$ cat config.mk
export PLATFORM = sky130hd
export DESIGN_NAME = inst_fetch_unit
export DESIGN_NICKNAME = d
export VERILOG_FILES = /design/src/rtl/inst_fetch_unit.sv
export SDC_FILE = /design/constraint.sdc
export NUM_CORES = 1
export LEC_CHECK = 0
export ABC_AREA = 1
export CAP_MARGIN = 20
export CORE_ASPECT_RATIO = 0.7
export CORE_MARGIN = 2
export CORE_UTILIZATION = 35
export CTS_CLUSTER_DIAMETER = 30
export CTS_CLUSTER_SIZE = 10
export DETAILED_ROUTE_END_ITERATION = 10
export SYNTH_ARGS = -nofsm -noshare
export SYNTH_HDL_FRONTEND = slang
export SYNTH_SLANG_ARGS = --single-unit
$ cat constraint.sdc
create_clock -name clk -period 4.2 [get_ports clk]
set_input_delay 1.26 -clock clk [delete_from_list [all_inputs] [get_ports clk]]
set_output_delay 1.26 -clock clk [all_outputs]
set_load 0.03 [all_outputs]
$ cat src/rtl/inst_fetch_unit.sv
// Fetch stage: owns the PC, issues credit-limited imem requests, buffers responses.
// Define FETCH_MISALIGN_TRAP_EN for the misaligned-redirect FAULT state and fetch_fault.
module inst_fetch_unit #(
    parameter logic [31:0] RESET_PC   = 32'h0000_0000,
    parameter int          FIFO_DEPTH = 2,
    parameter int          CNT_W      = 2
) (
    input  logic        clk,
    input  logic        rst,
    output logic        imem_req_valid,
    input  logic        imem_req_ready,
    output logic [31:0] imem_req_addr,
    input  logic        imem_rsp_valid,
    input  logic [31:0] imem_rsp_data,
    input  logic        redirect_valid,
    input  logic [31:0] redirect_pc,
    output logic        inst_valid,
    input  logic        inst_ready,
    output logic [31:0] inst,
    output logic [31:0] inst_pc
`ifdef FETCH_MISALIGN_TRAP_EN
    ,
    output logic        fetch_fault
`endif
);

    localparam int PTR_W = (FIFO_DEPTH > 1) ? $clog2(FIFO_DEPTH) : 1;
    localparam logic [CNT_W:0] DEPTH_C = (CNT_W + 1)'(FIFO_DEPTH);

    localparam logic [1:0] IDLE  = 2'd0;
    localparam logic [1:0] FETCH = 2'd1;
    localparam logic [1:0] DRAIN = 2'd2;
`ifdef FETCH_MISALIGN_TRAP_EN
    localparam logic [1:0]  FAULT = 2'd3;
    localparam logic [31:0] NOP   = 32'h0000_0013;
`endif

    logic [1:0]       state_q, state_d;
    logic [31:0]      fetch_pc_q, fetch_pc_d;
    logic [31:0]      rsp_pc_q, rsp_pc_d;
    logic [CNT_W-1:0] out_q, out_d;
    logic [CNT_W-1:0] drop_q, drop_d;
    logic [CNT_W-1:0] cnt_q, cnt_d;
    logic [PTR_W-1:0] rd_q, rd_d;
    logic [PTR_W-1:0] wr_q, wr_d;
    logic [31:0]      data_mem [FIFO_DEPTH];
    logic [31:0]      pc_mem   [FIFO_DEPTH];

    logic             acc;
    logic             rsp_ok;
    logic             push;
    logic             pop;
    logic             drain_pend;
    logic [31:0]      tgt;
    logic [CNT_W:0]   credit;

`ifdef FETCH_MISALIGN_TRAP_EN
    logic             misal;
    logic             pend_q, pend_d;
    logic [31:0]      fault_pc_q, fault_pc_d;

    assign tgt        = redirect_pc;
    assign misal      = |redirect_pc[1:0];
    assign drain_pend = pend_q;
`else
    assign tgt        = redirect_pc & 32'hFFFF_FFFC;
    assign drain_pend = 1'b0;
`endif

    // A slot is reserved for every outstanding request, so pushes never overflow.
    assign credit         = {1'b0, out_q} + {1'b0, cnt_q};
    assign imem_req_valid = (state_q == FETCH) && !redirect_valid
                          && (credit < DEPTH_C);
    assign imem_req_addr  = fetch_pc_q;
    assign acc            = imem_req_valid && imem_req_ready;
    assign rsp_ok         = imem_rsp_valid && (out_q != '0);
    assign pop            = (cnt_q != '0) && inst_ready;

    always_comb begin
        state_d    = state_q;
        fetch_pc_d = fetch_pc_q;
        rsp_pc_d   = rsp_pc_q;
        out_d      = out_q;
        drop_d     = drop_q;
        cnt_d      = cnt_q;
        rd_d       = rd_q;
        wr_d       = wr_q;
        push       = 1'b0;
`ifdef FETCH_MISALIGN_TRAP_EN
        pend_d     = pend_q;
        fault_pc_d = fault_pc_q;
`endif
        if (acc) begin
            fetch_pc_d = fetch_pc_q + 32'd4;
            out_d      = out_q + CNT_W'(1);
        end
        if (rsp_ok) begin
            out_d = out_d - CNT_W'(1);
        end
        if (redirect_valid) begin
            fetch_pc_d = tgt;
            rsp_pc_d   = tgt;
            drop_d     = out_d;
            cnt_d      = '0;
            rd_d       = '0;
            wr_d       = '0;
            state_d    = (out_d != '0) ? DRAIN : FETCH;
`ifdef FETCH_MISALIGN_TRAP_EN
            pend_d     = misal;
            fault_pc_d = redirect_pc;
            if (misal && (out_d == '0)) begin
                state_d = FAULT;
            end
`endif
        end else begin
            if (rsp_ok && (drop_q != '0)) begin
                drop_d = drop_q - CNT_W'(1);
            end
            push = rsp_ok && (drop_q == '0);
            if (push) begin
                rsp_pc_d = rsp_pc_q + 32'd4;
                wr_d     = wr_q + PTR_W'(1);
            end
            if (pop) begin
                rd_d = rd_q + PTR_W'(1);
            end
            cnt_d = cnt_q + CNT_W'(push) - CNT_W'(pop);
            case (state_q)
                IDLE: state_d = FETCH;
                DRAIN: begin
                    if (drop_d == '0) begin
`ifdef FETCH_MISALIGN_TRAP_EN
                        state_d = drain_pend ? FAULT : FETCH;
`else
                        state_d = drain_pend ? IDLE : FETCH;
`endif
                    end
                end
                default: state_d = state_q;
            endcase
        end
    end

    always_comb begin
        inst_valid = (cnt_q != '0);
        inst       = inst_valid ? data_mem[rd_q] : '0;
        inst_pc    = inst_valid ? pc_mem[rd_q] : '0;
`ifdef FETCH_MISALIGN_TRAP_EN
        fetch_fault = (state_q == FAULT);
        if (fetch_fault) begin
            inst_valid = 1'b1;
            inst       = NOP;
            inst_pc    = fault_pc_q;
        end
`endif
    end

    always_ff @(posedge clk) begin
        if (push) begin
            data_mem[wr_q] <= imem_rsp_data;
            pc_mem[wr_q]   <= rsp_pc_q;
        end
    end

    always_ff @(posedge clk or negedge rst) begin
        if (!rst) begin
            state_q    <= IDLE;
            fetch_pc_q <= RESET_PC;
            rsp_pc_q   <= RESET_PC;
            out_q      <= '0;
            drop_q     <= '0;
            cnt_q      <= '0;
            rd_q       <= '0;
            wr_q       <= '0;
`ifdef FETCH_MISALIGN_TRAP_EN
            pend_q     <= 1'b0;
            fault_pc_q <= '0;
`endif
        end else begin
            state_q    <= state_d;
            fetch_pc_q <= fetch_pc_d;
            rsp_pc_q   <= rsp_pc_d;
            out_q      <= out_d;
            drop_q     <= drop_d;
            cnt_q      <= cnt_d;
            rd_q       <= rd_d;
            wr_q       <= wr_d;
`ifdef FETCH_MISALIGN_TRAP_EN
            pend_q     <= pend_d;
            fault_pc_q <= fault_pc_d;
`endif
        end
    end

endmodule

# After elaboration in Yosys (flattened, before gate mapping)
# Memories as Yosys holds them, arrays and structs flattened.
# Cells that the tools add are included.
[totals]
regBits = 74
ramBits = 128
in_bits = 70
out_inout_bits = 98
elab_cells = 67
mem_count = 2
[mem_list]
columns = ["name", "words", "width", "read_ports", "rd_ports_with_merged_regs", "write_ports", "line_no", "source"]
rows = [
  ["data_mem", 2, 32, 1, 0, 1, "46", "logic [31:0] data_mem [FIFO_DEPTH];"],
  ["pc_mem", 2, 32, 1, 0, 1, "47", "logic [31:0] pc_mem [FIFO_DEPTH];"],
]
[classes]
n_addsub = 10
n_lt_le_gt_ge = 1
eq_ne = 3
n_mux = 23
reduce_logical = 20
[op_table]
columns = ["operator", "count"]
rows = [
  ["$mux W32", 6],
  ["$add A32 B3 Y32 const B", 2],
  ["$mux W2", 9],
  ["$reduce_bool A2 Y1", 7],
  ["$logic_and A1 B1 Y1", 7],
  ["$mux W1", 7],
  ["$logic_not A2 Y1", 3],
  ["$pmux W2 S2", 1],
  ["$sub A2 B1 Y2 const B", 2],
  ["$add A2 B2 Y3", 1],
  ["$lt A3 B2 Y1 const B", 1],
  ["$ne A3 B3 Y1 const B", 1],
  ["$reduce_bool A3 Y1", 1],
  ["$add A1 B1 Y1 const B", 2],
  ["$add A2 B1 Y2", 1],
  ["$add A2 B1 Y2 const B", 1],
  ["$eq A2 B1 Y1 const B", 1],
  ["$eq A2 B2 Y1 const B", 1],
  ["$reduce_and A2 Y1", 1],
  ["$sub A2 B1 Y2", 1],
  ["$logic_not A1 Y1", 1],
]

# Depth between registers and ports, before layout
# Gate-level depths: netlist (run 1).
[depth]
depth_word = 10
ltp_mapped = 13
ltp_nobuf = 12

# Worst setup path after synthesis (run 1)
# OpenSTA, ideal clock, no wires.
[synth_path]
path_kind = "input -> register"
from = "input redirect_valid"
to = "memory data_mem[0][0], enable pin"
setup_time_ps = 483
arrival_time_ps = 4276
required_time_ps = 3717
setup_slack_ps = -559
stages = 4
path_buffers = 1
path_cell_list = "buf_2 > inv_2 > nand2_2 > nor2_1"
[synth_between]
elab_chain_cells = 3
[synth_rtl]
columns = ["element", "line_no", "source"]
rows = [
  ["start, declared", "15", "input logic redirect_valid,"],
  ["$mux W1", "100", "if (redirect_valid) begin"],
  ["$mux W1", "159", "if (push) begin"],
  ["$mux W1 (implied by the code)", "160", "data_mem[wr_q] <= imem_rsp_data;"],
  ["end, declared", "46", ""],
]
# Every way passes these cells.

# Final worst setup path (run 1)
[layout_path]
from = "register rd_q"
to = "output inst_pc[20]"
[layout_between]
elab_chain_cells = 2
[layout_rtl]
columns = ["element", "line_no", "source"]
rows = [
  ["start, declared", "44", "logic [PTR_W-1:0] rd_q, rd_d;"],
  ["start signal, assigned", "186", "rd_q <= rd_d;"],
  ["$mem_v2 Z2 W32", "n/a", ""],
  ["$mux W32", "147", "inst_pc = inst_valid ? pc_mem[rd_q] : '0;"],
  ["end, declared", "20", "output logic [31:0] inst_pc"],
]
# Every way passes these cells.

==> results of run 1 <==
[per-stage QoR]
stage	instance area, sq um	power (mW)	cells	util	setup slack [ps]
after floorplan	9480	4.16	1050	-	254
after global placement	11500	5.24	1547	0.432	809
after detailed placement	11500	5.27	1547	0.432	778
after CTS	12100	6.97	1579	0.455	436
after global routing	12100	7.30	1579	0.455	265
final	12100	6.91	1579	0.455	465
[how the worst min path moves through the flow]
stage                           start                end  cells after the start
detailed placement  imem_req_addr[30]  imem_req_addr[30]                      2
finish                   rsp_pc_q[12]      pc_mem[1][12]                      0
global placement         rsp_pc_q[12]      pc_mem[0][12]                      0
CTS                      rsp_pc_q[12]      pc_mem[0][12]                      0
floorplan                rsp_pc_q[31]      pc_mem[0][31]                      0
global route             rsp_pc_q[12]      pc_mem[0][12]                      0
[placed cells by master, fill, tap and decap left out, drive strengths merged, types with 7 or more instances in the layout]
| cell type | count |
|---|---|
| nor3 | 15 |
| clkdlybuf4s50 | 158 |
| nand3 | 56 |
| edfxtp | 124 |
| nor2 | 96 |
| nand3b | 7 |
| nand2 | 384 |
| o211ai | 18 |
| clkbuf | 19 |
| a21oi | 74 |
| inv | 83 |
| o21ai | 23 |
| xor2 | 18 |
| buf | 13 |
| dfrtp | 70 |
| nand4 | 14 |
[area by class of cell]
type                            instances  area, sq um  share of cell area
Sequential cell                       194         5480               0.452
Timing Repair Buffer                  171         1740               0.143
Clock buffer                           19          443              0.0365
Inverter                               80          303              0.0250
Clock inverter                         13          168              0.0138
Tap cell                              364          455              0.0376
Multi-Input combinational cell        738         3540               0.292
[cells by family (layout without fill, tap and decap cells)]
kind of cell / after synthesis / count (layout) / synth area share
and+or+nand+nor: 577 / 577 / 0.264
DFF: 194 / 194 / 0.578
adders and majority gates: 7 / 7 / 0.0100
other: 1 / 4 / 0.000396
AOI/OAI and AO/OA: 126 / 126 / 0.0744
xor gates and xnor gates: 24 / 24 / 0.0222
buffers and inverters: 118 / 283 / 0.0506
[metal layers]
metal	up-vias	share of wire
met5	-	0
met4	0	0.0095
met3	21	0.078
met2	293	0.41
met1	3619	0.51
li1	3772	-
[power by group through the flow]
stage	Combinational (mW)	Sequential [mW]	Clock (mW)
CTS	2.67	2.57	1.73
detailed placement	2.66	2.61	0
floorplan	1.53	2.63	0
finish	2.64	2.58	1.69
global placement	2.63	2.60	0
global route	2.88	2.62	1.80
[worst max-delay path: stages (launching register included)]
cell and delay (ps):
dfrtp_2 370, buf_4 560, nand2_1 110, a21oi_1 190, clkdlybuf4s50_1 740
[sequential cells by signal (all words and copies together) (netlist names)]
| name | flops |
|---|---|
| cnt_q | 2 |
| data_mem | 64 |
| drop_q | 2 |
| imem_req_addr | 30 |
| out_q | 2 |
| pc_mem | 60 |
| rd_q | 1 |
| rsp_pc_q | 30 |
| state_q | 2 |
| wr_q | 1 |
==> summary.txt, run 1 <==
Timing
  – RSZ-0062 raised after global routing: false
  – FMAX: 268 MHz
  – Final min period: ~3700 ps
  – Setup-failing EPs final: 0
  – Final hold slack: roughly 570 ps
  – Clock skew: between 10 and 15 ps
  – Actual slew at the worst max-slew pin: 942 ps
  – Setup TNS: 0 ps
  – Final-report max-slew violation count: 0
  – Final Hold Fails: 0
  – Slew margin rel.: 0.372
  – Final period util: 0.889

Logic synthesis
  – Flop and latch count out of synthesis: around 190
  – Most frequent cell after synthesis: nand2_1
  – Share of the synthesized area in the top cell type: 0.393
  – Syn Std Cell Area: 9470 sq um
  – Top post-synthesis cells by area: edfxtp_1 39%, dfrtp_1 19%, nand2_1 15%
  – Yosys warnings: 0
  – Syn Inst Count: about 1000
  – Number of flops mapped to enable cells by yosys: about 120
  – Asr flop ratio synth: 0.361
  – Top cell type by total area after synthesis: edfxtp_1
  – Yosys cell types: 43
  – Post-synth top flop: edfxtp_1
  – Synth top cells by count: 380 x nand2_1, 124 x edfxtp_1, 81 x nor2_1, 74 x a21oi_1, 70 x dfrtp_1
  – Seq/Total Area, Yosys: 0.578
  – Post-Syn Area per Cell: ~9.0 sq um

Layout
  – Fin nets: between 1000 and 1500
  – Fillcell total: approximately 2600
  – Area grow syn2layout: 28.1%
  – Antenna Diode Count: 0
  – Share of layout cells above drive strength 1: 0.0749

Worst setup path
  – WP data required: 2940 ps
  – CP endpoint kind: output port
  – Setup crit end: inst_pc[20]
  – Crit start category: flip-flop
  – Reg2reg start: cnt_q[0]
  – R2r endpoint: imem_req_addr[21]
  – R2R setup slack: between 1000 and 1500 ps
  – WS Path Type: flip-flop to output port
  – R2R cell count: 10
  – Critical path origin: rd_q
  – CP arrival: roughly 2500 ps
  – Max FO, Critical Path: 64

Die
  – Ports: approximately 170
  – Initial Util: 0.355
  – Die X: about 200 microns
  – Row count: 50
  – Total Die Area: approximately 28000 sq um
  – Core area: 26700 sq um
  – DIE HEIGHT: 142 microns

GRT
  – Initial antenna violation count: 0
  – Total gr overflow: 0
  – Routing usage on met3: 0.0397
  – Gr busiest metal: met1
  – Largest net degree at the start of global routing: 65
  – Met1 usage: 0.299
  – First-pass GRT wire length: 41200 microns
  – Vias in the first global route: 7259
  – Total Routing Usage GR: 0.189
  – Met2 Usage GRT: 0.260

Min path
  – Min-delay worst type: flip-flop to flip-flop

Clock tree
  – Post-CTS Setup Inserts: 0
  – Clock tree sinks: ~190
  – Insertion delay to the later sink of the worst-skew pair: around 440 ps
  – CTS resizes: 0
  – Root Driver: clkbuf_16
  – CTS tree: done
  – CTS Hold Bufs: 0
  – CTS HTree Levels: 4
  – Clock Path Buffers: 2
  – TritonCTS Buffers: 17
  – Reg clk slew, reported paths: about 70 ps

Job
  – Max-cap violation count: 0

Power and ir drop
  – PwrDens: 570 nW/um^2
  – Reg power frac: 0.373
  – Pleak: 4.71 nW
  – Internal power: 4.18 mW
  – Peak supply drop: 0.251 mV
  – Switching pwr: between 2 and 3 mW
  – Comb power frac: 0.382
  – Sw frac: 0.395
  – Clk pwr share: 0.245

Routing
  – Detail Route Antenna Nets: 0
  – Initial drt markers: a little under 600
  – WL/cell: roughly 16 microns
  – DR DRC count: 0
  – DRT Pass-1 Iters: 5
  – Wirelength, routed: approximately 26000 microns
  – Via count: 7705
  – Routed vias/inst: 4.88

Placement
  – PortBufs: 161
  – Post-DP HPWL: 18100 microns
  – GP Congestion: between 0.8 and 0.9

Status
  – Status: finished clean
Power figures use the tool's default switching activity.
==> run 2, diff against run 1 <==
SLEW_MARGIN = 20   (was not set)
==> results of run 2 <==
The final DEF is identical to that of run 1; final timing and power are the same.
==> run 3, diff against run 2 <==
clock period = 4 ns   (was 4.2 ns; I/O delays follow)
==> run 3 against run 2 <==
Compared with the run above: die area unchanged; sequential share of layout area barely moved; via count decreased by 1.1%; setup slack got worse by 140 ps; first-iteration DRC count increased by 14%; sequential power grew 5%; non-clock buffer count grew 2; final cell count is 0.13% higher; combinational power up 5%; global-route usage shrank 0.40 points; design area about the same; largest cell class unchanged.
==> summary.txt, run 3 (synthesis results as in run 1) <==
Status
  – Status: finished clean (unchanged)

Worst setup path
  – Worst path max stage delay: 740 ps (about the same)
  – R2R cell count: 10 (unchanged)
  – Critical path origin: rd_q (unchanged)
  – CP arrival: 2470 ps (about the same)
  – Setup crit end: inst_pc[20] (unchanged)
  – Number of buffers and inverters on the critical path: 2 (unchanged)
  – CP endpoint kind: output port (unchanged)
  – R2r endpoint: imem_req_addr[21] (unchanged)
  – Critical path depth: 4 (unchanged)
  – WS Path Type: flip-flop to output port (unchanged)
  – R2R setup slack: 1250 ps (was 1490 ps)
  – Crit path max-delay family: buffers and inverters (unchanged)
  – WP data required: 2800 ps (was 2940 ps)
  – Crit-path cells: buf_4 > nand2_1 > a21oi_1 > clkdlybuf4s50_1 (unchanged)
  – Max FO, Critical Path: 64 (unchanged)
  – Slowest CP cell: clkdlybuf4s50_1 (unchanged)
  – Reg2reg start: cnt_q[0] (unchanged)
  – Crit start category: flip-flop (unchanged)

Routing
  – DRT Pass-1 Iters: 7 (was 5)
  – Routed vias/inst: 4.82 (was 4.88)
  – Detail Route Antenna Nets: 0 (unchanged)
  – WL/cell: 16.4 microns (was 16.5 microns)
  – Wirelength, routed: 26000 microns (about the same)
  – Via count: 7620 (was 7705)
  – Initial drt markers: 681 (was 597)
  – DR DRC count: 0 (unchanged)

Timing
  – Setup ws final: 328 ps (was 465 ps)
  – Clock skew: 10.4 ps (about the same)
  – Final hold slack: 573 ps (was 569 ps)
  – Slew margin rel.: 0.410 (was 0.372)
  – Actual slew at the worst max-slew pin: 885 ps (was 942 ps)
  – FMAX: approximately 270 MHz
  – RSZ-0062 raised after global routing: false (unchanged)
  – Final-report max-slew violation count: 0 (unchanged)
  – Setup-failing EPs final: 0 (unchanged)
  – Final period util: 0.918
  – Final Hold Fails: 0 (unchanged)
  – Final min period: ~3700 ps
  – Setup TNS: 0 ps (unchanged)

Clock tree
  – Insertion delay to the later sink of the worst-skew pair: 440 ps (about the same)
  – CTS Hold Bufs: 0 (unchanged)
  – Reg clk slew, reported paths: 80 ps (was 70 ps)
  – TritonCTS Buffers: 17 (unchanged)
  – Clock Path Buffers: 2 (unchanged)
  – Clock tree sinks: 194 (unchanged)
  – CTS HTree Levels: 4 (unchanged)
  – Root Driver: clkbuf_16 (unchanged)
  – CTS tree: done (unchanged)
  – Post-CTS Setup Inserts: 0 (unchanged)
  – CTS resizes: 0 (unchanged)

Layout
  – Largest Register: data_mem (unchanged)
  – Post-route design area: 12100 sq um (about the same)
  – Fillcell total: 2623 (was 2568)
  – Antenna Diode Count: 0 (unchanged)
  – Largest regs: data_mem x64, pc_mem x60 (unchanged)
  – Share of layout cells above drive strength 1: 0.0764 (was 0.0749)
  – Area grow syn2layout: 28.2% (was 28.1%)
  – Fin cells: 1581 (was 1579)
  – Core Util, Final: 0.455 (about the same)
  – Max FFs per register: 64 (unchanged)
  – Commonest non-fill, non-tap cell in the layout: nand2_1 (unchanged)
  – Most frequent cells in the layout: 380 x nand2_1, 158 x clkdlybuf4s50_1, 124 x edfxtp_1 (unchanged)
  – Fin nets: 1281 (was 1279)

GRT
  – Total Routing Usage GR: 0.185 (was 0.189)
  – Vias in the first global route: 6993 (was 7259)
  – Total gr overflow: 0 (unchanged)
  – Initial antenna violation count: 0 (unchanged)
  – First-pass GRT wire length: 40200 microns (was 41200 microns)
  – Largest net degree at the start of global routing: 65 (unchanged)

Power and ir drop
  – Comb power frac: 0.387 (was 0.382)
  – Peak supply drop: 0.344 mV (was 0.251 mV)
  – Clk pwr share: 0.237 (was 0.245)
  – Internal power: 4.27 mW (was 4.18 mW)
  – Reg power frac: 0.376 (was 0.373)
  – Switching pwr: 2.92 mW (was 2.73 mW)
  – Pwr Total: 7.19 mW (was 6.91 mW)
  – PwrDens: 592 nW/um^2 (was 570 nW/um^2)
  – Pleak: 4.72 nW (was 4.71 nW)
  – Sw frac: 0.406 (was 0.395)

Die
  – Total Die Area: 28400 sq um (unchanged)
  – DIE HEIGHT: 142 microns (unchanged)
  – Initial Util: 0.355 (unchanged)
  – Ports: 168 (unchanged)
  – Row count: 50 (unchanged)
  – Die X: 201 microns (unchanged)
  – Core area: 26700 sq um (unchanged)

Placement
  – PortBufs: 161 (unchanged)
  – Placed Area: 11600 sq um (was 11500 sq um)
  – Placed insts: 1549 (was 1547)
  – Post-DP HPWL: 18200 microns (was 18100 microns)
  – Post-place setup slack: 686 ps (was 778 ps)
  – GP Congestion: 0.915 (was 0.897)

Min path
  – Min-delay worst type: flip-flop to flip-flop (unchanged)

Job
  – Max-cap violation count: 0 (unchanged)
## run 3: cell types whose count changed in the layout (fill, tap and decap cells not counted)
cell and delta:
inv_6 +3, buf_12 +2, bufinv_16 -2, clkbuf_1 -1, clkbuf_8 -1, clkinv_1 +1
clkinv_4 -1, clkinv_8 +1, clkinvlp_4 -1, inv_12 +1
## run 3: final cells by class
cell class / instances / area [sq um] / share of cell area
sequential: 194 / 5480 / 0.451
timing repair buffer: 173 / 1780 / 0.146
tap: 364 / 455 / 0.0375
clock inverter: 15 / 154 / 0.0127
multi-input combinational: 738 / 3540 / 0.292
clock buffer: 17 / 425 / 0.0351
inverter: 80 / 303 / 0.0250
## run 3: how the worst min path moves through the flow
stage                       from             to  cells past startpoint
global placement    rsp_pc_q[31]  pc_mem[0][31]                      0
global route        rsp_pc_q[23]  pc_mem[1][23]                      0
finish              rsp_pc_q[31]  pc_mem[0][31]                      0
floorplan           rsp_pc_q[31]  pc_mem[0][31]                      0
CTS                 rsp_pc_q[31]  pc_mem[0][31]                      0
detailed placement  rsp_pc_q[31]  pc_mem[0][31]                      0
## run 3: metal layers
layer / up-vias / part of all wire / GRT usage
met3: 17 / 0.064 / 0.0370
met2: 271 / 0.40 / 0.259
li1: 3773 / - / -
met1: 3559 / 0.52 / 0.291
met4: 0 / 0.0091 / 0.0429
met5: - / 0 / 0
## run 3: power by group through the flow
stage                     Combinational [mW]  Clock (mW)  Sequential, mW
after floorplan                         1.61           0            2.76
after global placement                  2.78           0            2.74
after detailed placement                2.80           0            2.74
after CTS                               2.81        1.73            2.70
after global routing                    3.02        1.81            2.75
final                                   2.78        1.70            2.70
